[src/rtl/nintendo_alu_bus_if_if.sv]
// CPU-side and ALU-side bus signals of the protection-ALU front end.
// The slave modport is the front end; the master modport is the CPU/ALU environment.
interface nintendo_alu_bus_if_if;
    logic        cpu_m2;
    logic        cpu_rw;
    logic [15:0] cpu_addr;
    logic [7:0]  cpu_wdata;
    logic [7:0]  cpu_rdata;
    logic        cpu_rdata_oe;
    logic [7:0]  alu_wdata;
    logic        alu_wdata_oe;
    logic        alu_mode;
    logic        alu_addr0;
    logic        alu_addr1;
    logic [7:0]  alu_rdata;
    logic        overrun;

    modport slave (
        input  cpu_m2, cpu_rw, cpu_addr, cpu_wdata, alu_rdata,
        output cpu_rdata, cpu_rdata_oe, alu_wdata, alu_wdata_oe,
               alu_mode, alu_addr0, alu_addr1, overrun
    );

    modport master (
        output cpu_m2, cpu_rw, cpu_addr, cpu_wdata, alu_rdata,
        input  cpu_rdata, cpu_rdata_oe, alu_wdata, alu_wdata_oe,
               alu_mode, alu_addr0, alu_addr1, overrun
    );
endinterface

[src/rtl/nintendo_alu_bus_if.sv]
// CPU-bus front end for the protection ALU: decodes a two-address window, sequences
// writes into data + rising-edge strobes, and steers the ALU into output mode for reads.
module nintendo_alu_bus_if #(
    parameter logic [15:0] BASE_ADDR     = 16'h5000,
    parameter int unsigned STROBE_CYCLES = 2,
    parameter int unsigned SYNC_STAGES   = 2
) (
    input  logic                  clk,
    input  logic                  reset,
    nintendo_alu_bus_if_if.slave  bus
);
    localparam int unsigned CW = (STROBE_CYCLES > 1) ? $clog2(STROBE_CYCLES) : 1;

    typedef enum logic [1:0] {IDLE, SETUP, STROBE, HOLD} state_t;

    state_t                 state, state_n;
    logic [SYNC_STAGES-1:0] m2_sync;
    logic                   m2_s, m2_nx, m2_q, rise, fall;
    logic [15:0]            cap_addr;
    logic                   cap_rw;
    logic [7:0]             cap_wdata;
    logic                   wr_fire, live_rd, rd_go;
    logic                   load_new, load_pend, accept_pend, drop;
    logic                   pend_valid, pend_sel, cur_sel, read_pend;
    logic [7:0]             pend_data, cur_data, cpu_rdata_q;
    logic [CW-1:0]          cnt;
    logic                   oe_d, addr0_d, addr1_d, mode_d, rdata_oe_d;
    logic                   oe_q, addr0_q, addr1_q, mode_q, rdata_oe_q, overrun_q;

    assign m2_s  = m2_sync[SYNC_STAGES-1];
    assign m2_nx = m2_sync[SYNC_STAGES-2];
    assign rise  = m2_s & ~m2_q;
    assign fall  = ~m2_s & m2_q;

    always_ff @(posedge clk or posedge reset) begin
        if (reset) begin
            m2_sync <= '0;
            m2_q    <= 1'b0;
        end else begin
            m2_sync <= {m2_sync[SYNC_STAGES-2:0], bus.cpu_m2};
            m2_q    <= m2_s;
        end
    end

    // Bus fields are tracked while m2 is high so the fall cycle sees the last valid sample
    always_ff @(posedge clk or posedge reset) begin
        if (reset) begin
            cap_addr  <= '0;
            cap_rw    <= 1'b1;
            cap_wdata <= '0;
        end else if (m2_s) begin
            cap_addr  <= bus.cpu_addr;
            cap_rw    <= bus.cpu_rw;
            cap_wdata <= bus.cpu_wdata;
        end
    end

    assign wr_fire = fall & ~cap_rw & (cap_addr[15:1] == BASE_ADDR[15:1]);
    assign live_rd = rise & bus.cpu_rw & (bus.cpu_addr[15:1] == BASE_ADDR[15:1]);

    // A full slot being drained in HOLD still counts as full, so a write landing then is lost
    assign load_new    = wr_fire & (state == IDLE) & ~pend_valid;
    assign load_pend   = pend_valid & ((state == IDLE) | (state == HOLD));
    assign accept_pend = wr_fire & ~load_new & ~pend_valid;
    assign drop        = wr_fire & ~load_new & pend_valid;

    // Reads only start with the write path fully drained; alu_wdata_oe is then low next cycle
    assign rd_go = m2_s & m2_nx & (live_rd | read_pend) & (state == IDLE) & ~pend_valid;

    always_ff @(posedge clk or posedge reset) begin
        if (reset) state <= IDLE;
        else       state <= state_n;
    end

    always_comb begin
        state_n = state;
        unique case (state)
            IDLE:   if (load_pend || load_new) state_n = SETUP;
            SETUP:  state_n = STROBE;
            STROBE: if (cnt == CW'(STROBE_CYCLES - 1)) state_n = HOLD;
            HOLD:   state_n = pend_valid ? SETUP : IDLE;
            default: state_n = IDLE;
        endcase
    end

    always_comb begin
        oe_d       = (state_n != IDLE);
        addr0_d    = (state_n == STROBE) & ~cur_sel;
        addr1_d    = (state_n == STROBE) & cur_sel;
        mode_d     = ~rd_go;
        rdata_oe_d = rd_go;
    end

    always_ff @(posedge clk or posedge reset) begin
        if (reset) begin
            oe_q       <= 1'b0;
            addr0_q    <= 1'b0;
            addr1_q    <= 1'b0;
            mode_q     <= 1'b1;
            rdata_oe_q <= 1'b0;
        end else begin
            oe_q       <= oe_d;
            addr0_q    <= addr0_d;
            addr1_q    <= addr1_d;
            mode_q     <= mode_d;
            rdata_oe_q <= rdata_oe_d;
        end
    end

    always_ff @(posedge clk or posedge reset) begin
        if (reset) begin
            cnt         <= '0;
            cur_sel     <= 1'b0;
            cur_data    <= '0;
            pend_valid  <= 1'b0;
            pend_sel    <= 1'b0;
            pend_data   <= '0;
            overrun_q   <= 1'b0;
            read_pend   <= 1'b0;
            cpu_rdata_q <= '0;
        end else begin
            if (state == STROBE) cnt <= cnt + CW'(1);
            else                 cnt <= '0;

            if (load_pend) begin
                cur_sel  <= pend_sel;
                cur_data <= pend_data;
            end else if (load_new) begin
                cur_sel  <= cap_addr[0];
                cur_data <= cap_wdata;
            end

            if (accept_pend) begin
                pend_valid <= 1'b1;
                pend_sel   <= cap_addr[0];
                pend_data  <= cap_wdata;
            end else if (load_pend) begin
                pend_valid <= 1'b0;
            end

            if (drop) overrun_q <= 1'b1;

            if (!m2_s)        read_pend <= 1'b0;
            else if (live_rd) read_pend <= 1'b1;

            if (!mode_q) cpu_rdata_q <= bus.alu_rdata;
        end
    end

    assign bus.cpu_rdata    = cpu_rdata_q;
    assign bus.cpu_rdata_oe = rdata_oe_q;
    assign bus.alu_wdata    = cur_data;
    assign bus.alu_wdata_oe = oe_q;
    assign bus.alu_mode     = mode_q;
    assign bus.alu_addr0    = addr0_q;
    assign bus.alu_addr1    = addr1_q;
    assign bus.overrun      = overrun_q;
endmodule
[src/flat_wrapper.sv]
// flat-port wrapper written by rule: the top's interface ports become plain ports
module nintendo_alu_bus_if_flat 
#(
    parameter logic [15:0] BASE_ADDR     = 16'h5000,
    parameter int unsigned STROBE_CYCLES = 2,
    parameter int unsigned SYNC_STAGES   = 2
)
  (clk, reset, bus_cpu_m2, bus_cpu_rw, bus_cpu_addr, bus_cpu_wdata, bus_alu_rdata, bus_cpu_rdata, bus_cpu_rdata_oe, bus_alu_wdata, bus_alu_wdata_oe, bus_alu_mode, bus_alu_addr0, bus_alu_addr1, bus_overrun);
  nintendo_alu_bus_if_if bus_i ();
  input  logic clk;
  input  logic reset;
  input wire logic [$bits(bus_i.cpu_m2)-1:0] bus_cpu_m2;
  input wire logic [$bits(bus_i.cpu_rw)-1:0] bus_cpu_rw;
  input wire logic [$bits(bus_i.cpu_addr)-1:0] bus_cpu_addr;
  input wire logic [$bits(bus_i.cpu_wdata)-1:0] bus_cpu_wdata;
  input wire logic [$bits(bus_i.alu_rdata)-1:0] bus_alu_rdata;
  output wire logic [$bits(bus_i.cpu_rdata)-1:0] bus_cpu_rdata;
  output wire logic [$bits(bus_i.cpu_rdata_oe)-1:0] bus_cpu_rdata_oe;
  output wire logic [$bits(bus_i.alu_wdata)-1:0] bus_alu_wdata;
  output wire logic [$bits(bus_i.alu_wdata_oe)-1:0] bus_alu_wdata_oe;
  output wire logic [$bits(bus_i.alu_mode)-1:0] bus_alu_mode;
  output wire logic [$bits(bus_i.alu_addr0)-1:0] bus_alu_addr0;
  output wire logic [$bits(bus_i.alu_addr1)-1:0] bus_alu_addr1;
  output wire logic [$bits(bus_i.overrun)-1:0] bus_overrun;
  assign bus_i.cpu_m2 = bus_cpu_m2;
  assign bus_i.cpu_rw = bus_cpu_rw;
  assign bus_i.cpu_addr = bus_cpu_addr;
  assign bus_i.cpu_wdata = bus_cpu_wdata;
  assign bus_i.alu_rdata = bus_alu_rdata;
  assign bus_cpu_rdata = bus_i.cpu_rdata;
  assign bus_cpu_rdata_oe = bus_i.cpu_rdata_oe;
  assign bus_alu_wdata = bus_i.alu_wdata;
  assign bus_alu_wdata_oe = bus_i.alu_wdata_oe;
  assign bus_alu_mode = bus_i.alu_mode;
  assign bus_alu_addr0 = bus_i.alu_addr0;
  assign bus_alu_addr1 = bus_i.alu_addr1;
  assign bus_overrun = bus_i.overrun;
  nintendo_alu_bus_if #(.BASE_ADDR(BASE_ADDR), .STROBE_CYCLES(STROBE_CYCLES), .SYNC_STAGES(SYNC_STAGES)) u_core (.clk(clk), .reset(reset), .bus(bus_i));
endmodule
[config.mk]
export PLATFORM = sky130hd
export DESIGN_NAME = nintendo_alu_bus_if_flat
export DESIGN_NICKNAME = d
export VERILOG_FILES = /design/src/rtl/nintendo_alu_bus_if_if.sv /design/src/rtl/nintendo_alu_bus_if.sv /design/src/flat_wrapper.sv
export SDC_FILE = /design/constraint.sdc
export NUM_CORES = 1
export LEC_CHECK = 0
export BUFFER_PORTS_ARGS = -buffer_cell sky130_fd_sc_hd__buf_4
export CAP_MARGIN = 15
export CORE_UTILIZATION = 55
export DETAILED_ROUTE_END_ITERATION = 7
export PLACE_DENSITY = 0.86
export SLEW_MARGIN = 20
export SYNTH_ARGS = -nofsm -noshare
export SYNTH_HDL_FRONTEND = slang
export SYNTH_SLANG_ARGS = --single-unit
[constraint.sdc]
create_clock -name clk -period 3.5 [get_ports clk]
set_clock_uncertainty 0.2 [all_clocks]
set_input_delay 0.7 -clock clk [delete_from_list [all_inputs] [get_ports clk]]
set_output_delay 0.7 -clock clk [all_outputs]
set_load 0.02 [all_outputs]
==> out/qor.csv, run 1 <==
metric,value,unit
outcome,"complete, no violations",
end_kind,register,
cts_resized,0,
post_cts_buffers,0,
dp_hpwl,3.43,mm
power.density,593,nW/um2
dpl_worst_slack,1.16,ns
io_buffers,57,
via_count,1687,
fin_setup_tns,0,ns
track_usage,0.226,
yosysSeqAreaShare,0.614,
arrival,2.45,ns
fp.dieW,71.4,um
path_max_fanout,10,
crit_required,3.57,ns
area_delta_synth_final,28.6,%
async_flop_share,1.00,
synth-edff-count,0,
antenna_found_initial,0,
synth_cells,180,
regArea,1630,um2
fillers,271,
netlist-cell-type-count,36,
maxSlewViolCount,0,
crit_type,register to register,
wl_per_cell,16.7,um
overflow,0,
drv_cap,0,
final_area,3410,um2
final-setup-viol-count,0,
cts_hold_buf,0,
netlist_area,2650,um2
initial_utilization,0.589,
min_period,2.38,ns
syn_area_per_cell,14.7,um2
htreeDepth,3,
power.static_leakage,0.00161,uW
fmax,419,MHz
finalHoldViolCount,0,
place_area,3130,um2
rsz0062_at_grt,no,
dieArea,5100,um2
grt_pass1_wl,8.56,mm
synth.top_cell.area_share,0.595,
synth_top_area_cell,dfrtp_1,
tritoncts,built,
wirelength,5.06,mm
grt_max_degree,31,
syn_nets,220,
drive_gt1_frac,0.512,
coreArea,4500,um2
holdWs,0.199,ns
clock_path_buffers,2,
yosys-top-cells-area,"dfrtp_1 (59%), mux2_2 (18%), o221a_1 (3.8%), nand2b_1 (2.4%), dfstp_2 (2.0%)",
multi_input_area,972,um2
synth-seq-cells,65,
rows,24,
ys_top_cells_by_count,"dfrtp_1 (63), mux2_2 (42), nand2b_1 (10)",
finalCritPeriodShare,0.681,
antenna_cells,0,
die_h,71.4,um
synth_top_flop_cell,dfrtp_1,
place_congestion,0.849,
relSlewSlack,0.546,
fin_ws,1.12,ns
cts_root_buf,clkbuf_8,
grt_pass1_vias,1805,
ys_warn_count,0,
drc,0,
cts_num_sinks,65,
clkTransAtPathRegs,0.07,ns
ios,58,
clock_latency,0.34,ns
drt_iter0_markers,86,
peakVddDrop,0.000472,V
critical_path.startpoint_type,register,
yosysMostFrequentCell,dfrtp_1,
layout.nets,285,
ant_nets,0,
first_pass_iters,4,
numCtsBuffers,9,
min_path_type,register to register,
post_drt_via_cell_ratio,5.59,
worstMarginPinSlew,0.679,ns
## cell families after synthesis
family	count (synthesis)	share of synthesized area
muxes	42	0.178
and+or+nand+nor	39	0.101
DFF	65	0.614
buffers and inverters	10	0.0189
AOI/OAI and AO/OA	20	0.0684
adders and majority gates	4	0.0189
## power by group
group	internal (uW)	switching, uW
logic	137	163
clock network	583	280
registers	817	42.2
total	1540	485
## per-stage QoR
stage          total power (uW)   util  std cells
3_3_place_gp               1150  0.695        286
5_1_grt                    2110  0.757        302
2_1_floorplan              1060      -        180
6_report                   2020  0.757        302
4_1_cts                    2030  0.757        302
3_5_place_dp               1160  0.695        286
## critical path, stage by stage, from the launching register on
cell,delay (ns)
dfrtp_1,0.41
inv_1,0.12
ha_1,0.39
nor2b_1,0.57
o21bai_2,0.36
o221a_1,0.27
## layout make-up
type	instances	share of cell area
Multi-Input combinational cell	105	0.285
Clock buffer	11	0.0444
Clock inverter	5	0.0367
Inverter	4	0.00441
Timing Repair Buffer	60	0.132
Tap cell	52	0.0191
Sequential cell	65	0.478
## per-layer routing
layer,share of wire,global-route usage,routed length (um),up-vias
met5,0,0,0,-
met2,0.50,0.376,2540,39
met3,0.037,0.0549,185,10
met4,0.018,0.102,89,0
li1,-,-,-,789
met1,0.44,0.282,2250,849
## sequential cells by signal, indices dropped and copies added (netlist names), 2 cells and up
signal                flops
u_core.pend_data          8
u_core.bus.cpu_rdata      8
u_core.cap_addr          16
u_core.cap_wdata          8
u_core.bus.alu_wdata      8
u_core.state              2
u_core.m2_sync            2
## layout by cell type (no fill, tap or decap), drive strengths merged, types with 5 or more instances in the layout
| cell type | count |
|---|---|
| dfrtp | 63 |
| o221a | 9 |
| mux2 | 42 |
| nand2b | 10 |
| clkbuf | 11 |
| buf | 60 |
| nor4 | 5 |
## path summary, 6_finish.rpt
kind | start | end | slack [ns] | cells past startpoint
min in group asynchronous | reset | u_core.bus.cpu_rdata[0] | 0.23 | 2
setup / recovery | u_core.state[0] | u_core.bus.alu_wdata[7] | 1.12 | 5
setup reg to reg | u_core.state[0] | u_core.bus.alu_wdata[7] | 1.12 | 5
max in group asynchronous | reset | u_core.pend_sel | 2.16 | 3
hold reg to reg | u_core.m2_sync[0] | u_core.m2_sync[1] | 0.20 | 0
hold / removal | u_core.m2_sync[0] | u_core.m2_sync[1] | 0.20 | 0
Power figures use the tool's default switching activity.
==> inputs of run 2 (changes only) <==
Settings changed: CORE_UTILIZATION 55 to 48, PLACE_DENSITY 0.86 to 0.8.
Clock period 3.5 ns to 2 ns, I/O delays scaled along.
==> out/qor.csv, run 2 (synthesis results as in run 1) <==
metric,value,unit
rows,26,
finalCritPeriodShare,0.994,
final_area,3510,um2
clkTransAtPathRegs,0.07,ns
crit_chain,nor4b_4 > and3_4 > and3_4 > buf_12 > mux2_2,
dpl_worst_slack,-0.0237,ns
drt_iter0_markers,108,
drc,0,
overflow,0,
peakVddDrop,0.000624,V
outcome,"complete, no violations",
min_period,1.99,ns
rsz0062_at_grt,yes,
coreArea,5200,um2
clock_latency,0.34,ns
grt_max_degree,54,
antenna_found_initial,0,
finalHoldViolCount,0,
drv_cap,0,
regToRegEndpoint,u_core.pend_data[6],
utilization,0.675,
fmax,503,MHz
layout.nets,295,
dieArea,5820,um2
holdCritStartpoint,bus_alu_rdata[4],
first_pass_iters,5,
ios,58,
regMostFlops,u_core.cap_addr,
antenna_cells,0,
place_area,3240,um2
numCtsBuffers,9,
fin_ws,0.0128,ns
maxSlewViolCount,0,
largest_reg_flops,16,
drive_gt1_frac,0.527,
fp.dieW,76.3,um
cpMostUsedCell,and3_4,
critical-path-top-delay-family,simple AND/OR/NAND/NOR gates,
reg2reg_depth,5,
crit_required,2.02,ns
holdWs,0.0841,ns
fillers,379,
relSlewSlack,0.757,
final_common_cell,buf_4,
crit_type,register to register,
place_congestion,0.777,
min_to,u_core.bus.cpu_rdata[4],
track_usage,0.196,
crit_path_top_delay_cell,dfrtp_1,
end_kind,register,
cts_num_sinks,65,
dp_hpwl,3.40,mm
area_delta_synth_final,32.4,%
ant_nets,0,
grt_pass1_vias,1777,
wl_per_cell,15.7,um
whs_path_depth,2,
min_path_type,input port to register,
wirelength,5.18,mm
post_drt_via_cell_ratio,5.25,
clock_path_buffers,2,
htreeDepth,3,
grt_pass1_wl,8.53,mm
worstMarginPinSlew,0.365,ns
io_buffers,57,
power.static_leakage,0.00163,uW
crit_cells,5,
final-setup-viol-count,0,
cp_slowest_stage_delay,0.41,ns
r2r_slack,0.01,ns
path_max_fanout,10,
critical_path.startpoint_type,register,
power.density,905,nW/um2
cp_num_buf_inv,1,
stdcell_count,330,
dpl.cell_count,310,
arrival,2.01,ns
tritoncts,built,
cts_root_buf,clkbuf_8,
die_h,76.3,um
final_cell_mix,"buf_4 (65), dfrtp_1 (63), mux2_2 (41)",
r2r_start,u_core.cap_addr[2],
initial_utilization,0.509,
via_count,1734,
[run 2: layout make-up]
| class | instances | area [um2] | share of cell area |
|---|---|---|---|
| Timing Repair Buffer | 70 | 568 | 0.162 |
| Sequential cell | 65 | 1630 | 0.464 |
| Clock buffer | 13 | 149 | 0.0424 |
| Inverter | 4 | 18.8 | 0.00535 |
| Tap cell | 70 | 87.6 | 0.0249 |
| Multi-Input combinational cell | 105 | 1020 | 0.290 |
| Clock inverter | 3 | 40.0 | 0.0114 |
[run 2: how the worst max path moves through the flow]
stage	from	endpoint	slack, ns
6_report	u_core.cap_addr[2]	u_core.pend_data[6]	0.01
5_1_grt	u_core.cap_addr[6]	u_core.bus.alu_wdata[3]	-0.04
4_1_cts	u_core.m2_sync[1]	u_core.pend_data[5]	0.004
3_5_place_dp	u_core.cap_addr[1]	u_core.cur_sel	-0.02
3_3_place_gp	u_core.cap_rw	u_core.bus.alu_wdata[3]	0.002
2_1_floorplan	u_core.state[0]	u_core.bus.alu_wdata[0]	0.02
[run 2: stage by stage]
step                setup TNS [ns]  total power, uW
floorplan                        0             1850
CTS                              0             3180
detailed placement          -0.171             2090
finish                           0             3180
global route                -0.516             3330
global placement                 0             2070
[run 2: routing by layer]
metal  vias up  GRT usage  wire length (um)
met5         -          0                 0
met4         0     0.0981                99
li1        812          -                 -
met2        46      0.323              2620
met3        12     0.0599               230
met1       864      0.234              2230
[run 2: timing repair]
action,CTS,global route
hold buffers,2,0
resized for setup,2,7
pin swaps,0,3
buffers inserted,0,2
setup endpoints to repair,18,18
cloned,0,0
hold endpoints to repair,13,0
[run 2: power breakdown]
group / switching (uW) / internal, uW
sequential: 73.2 / 1430
clock: 476 / 607
combinational: 302 / 289
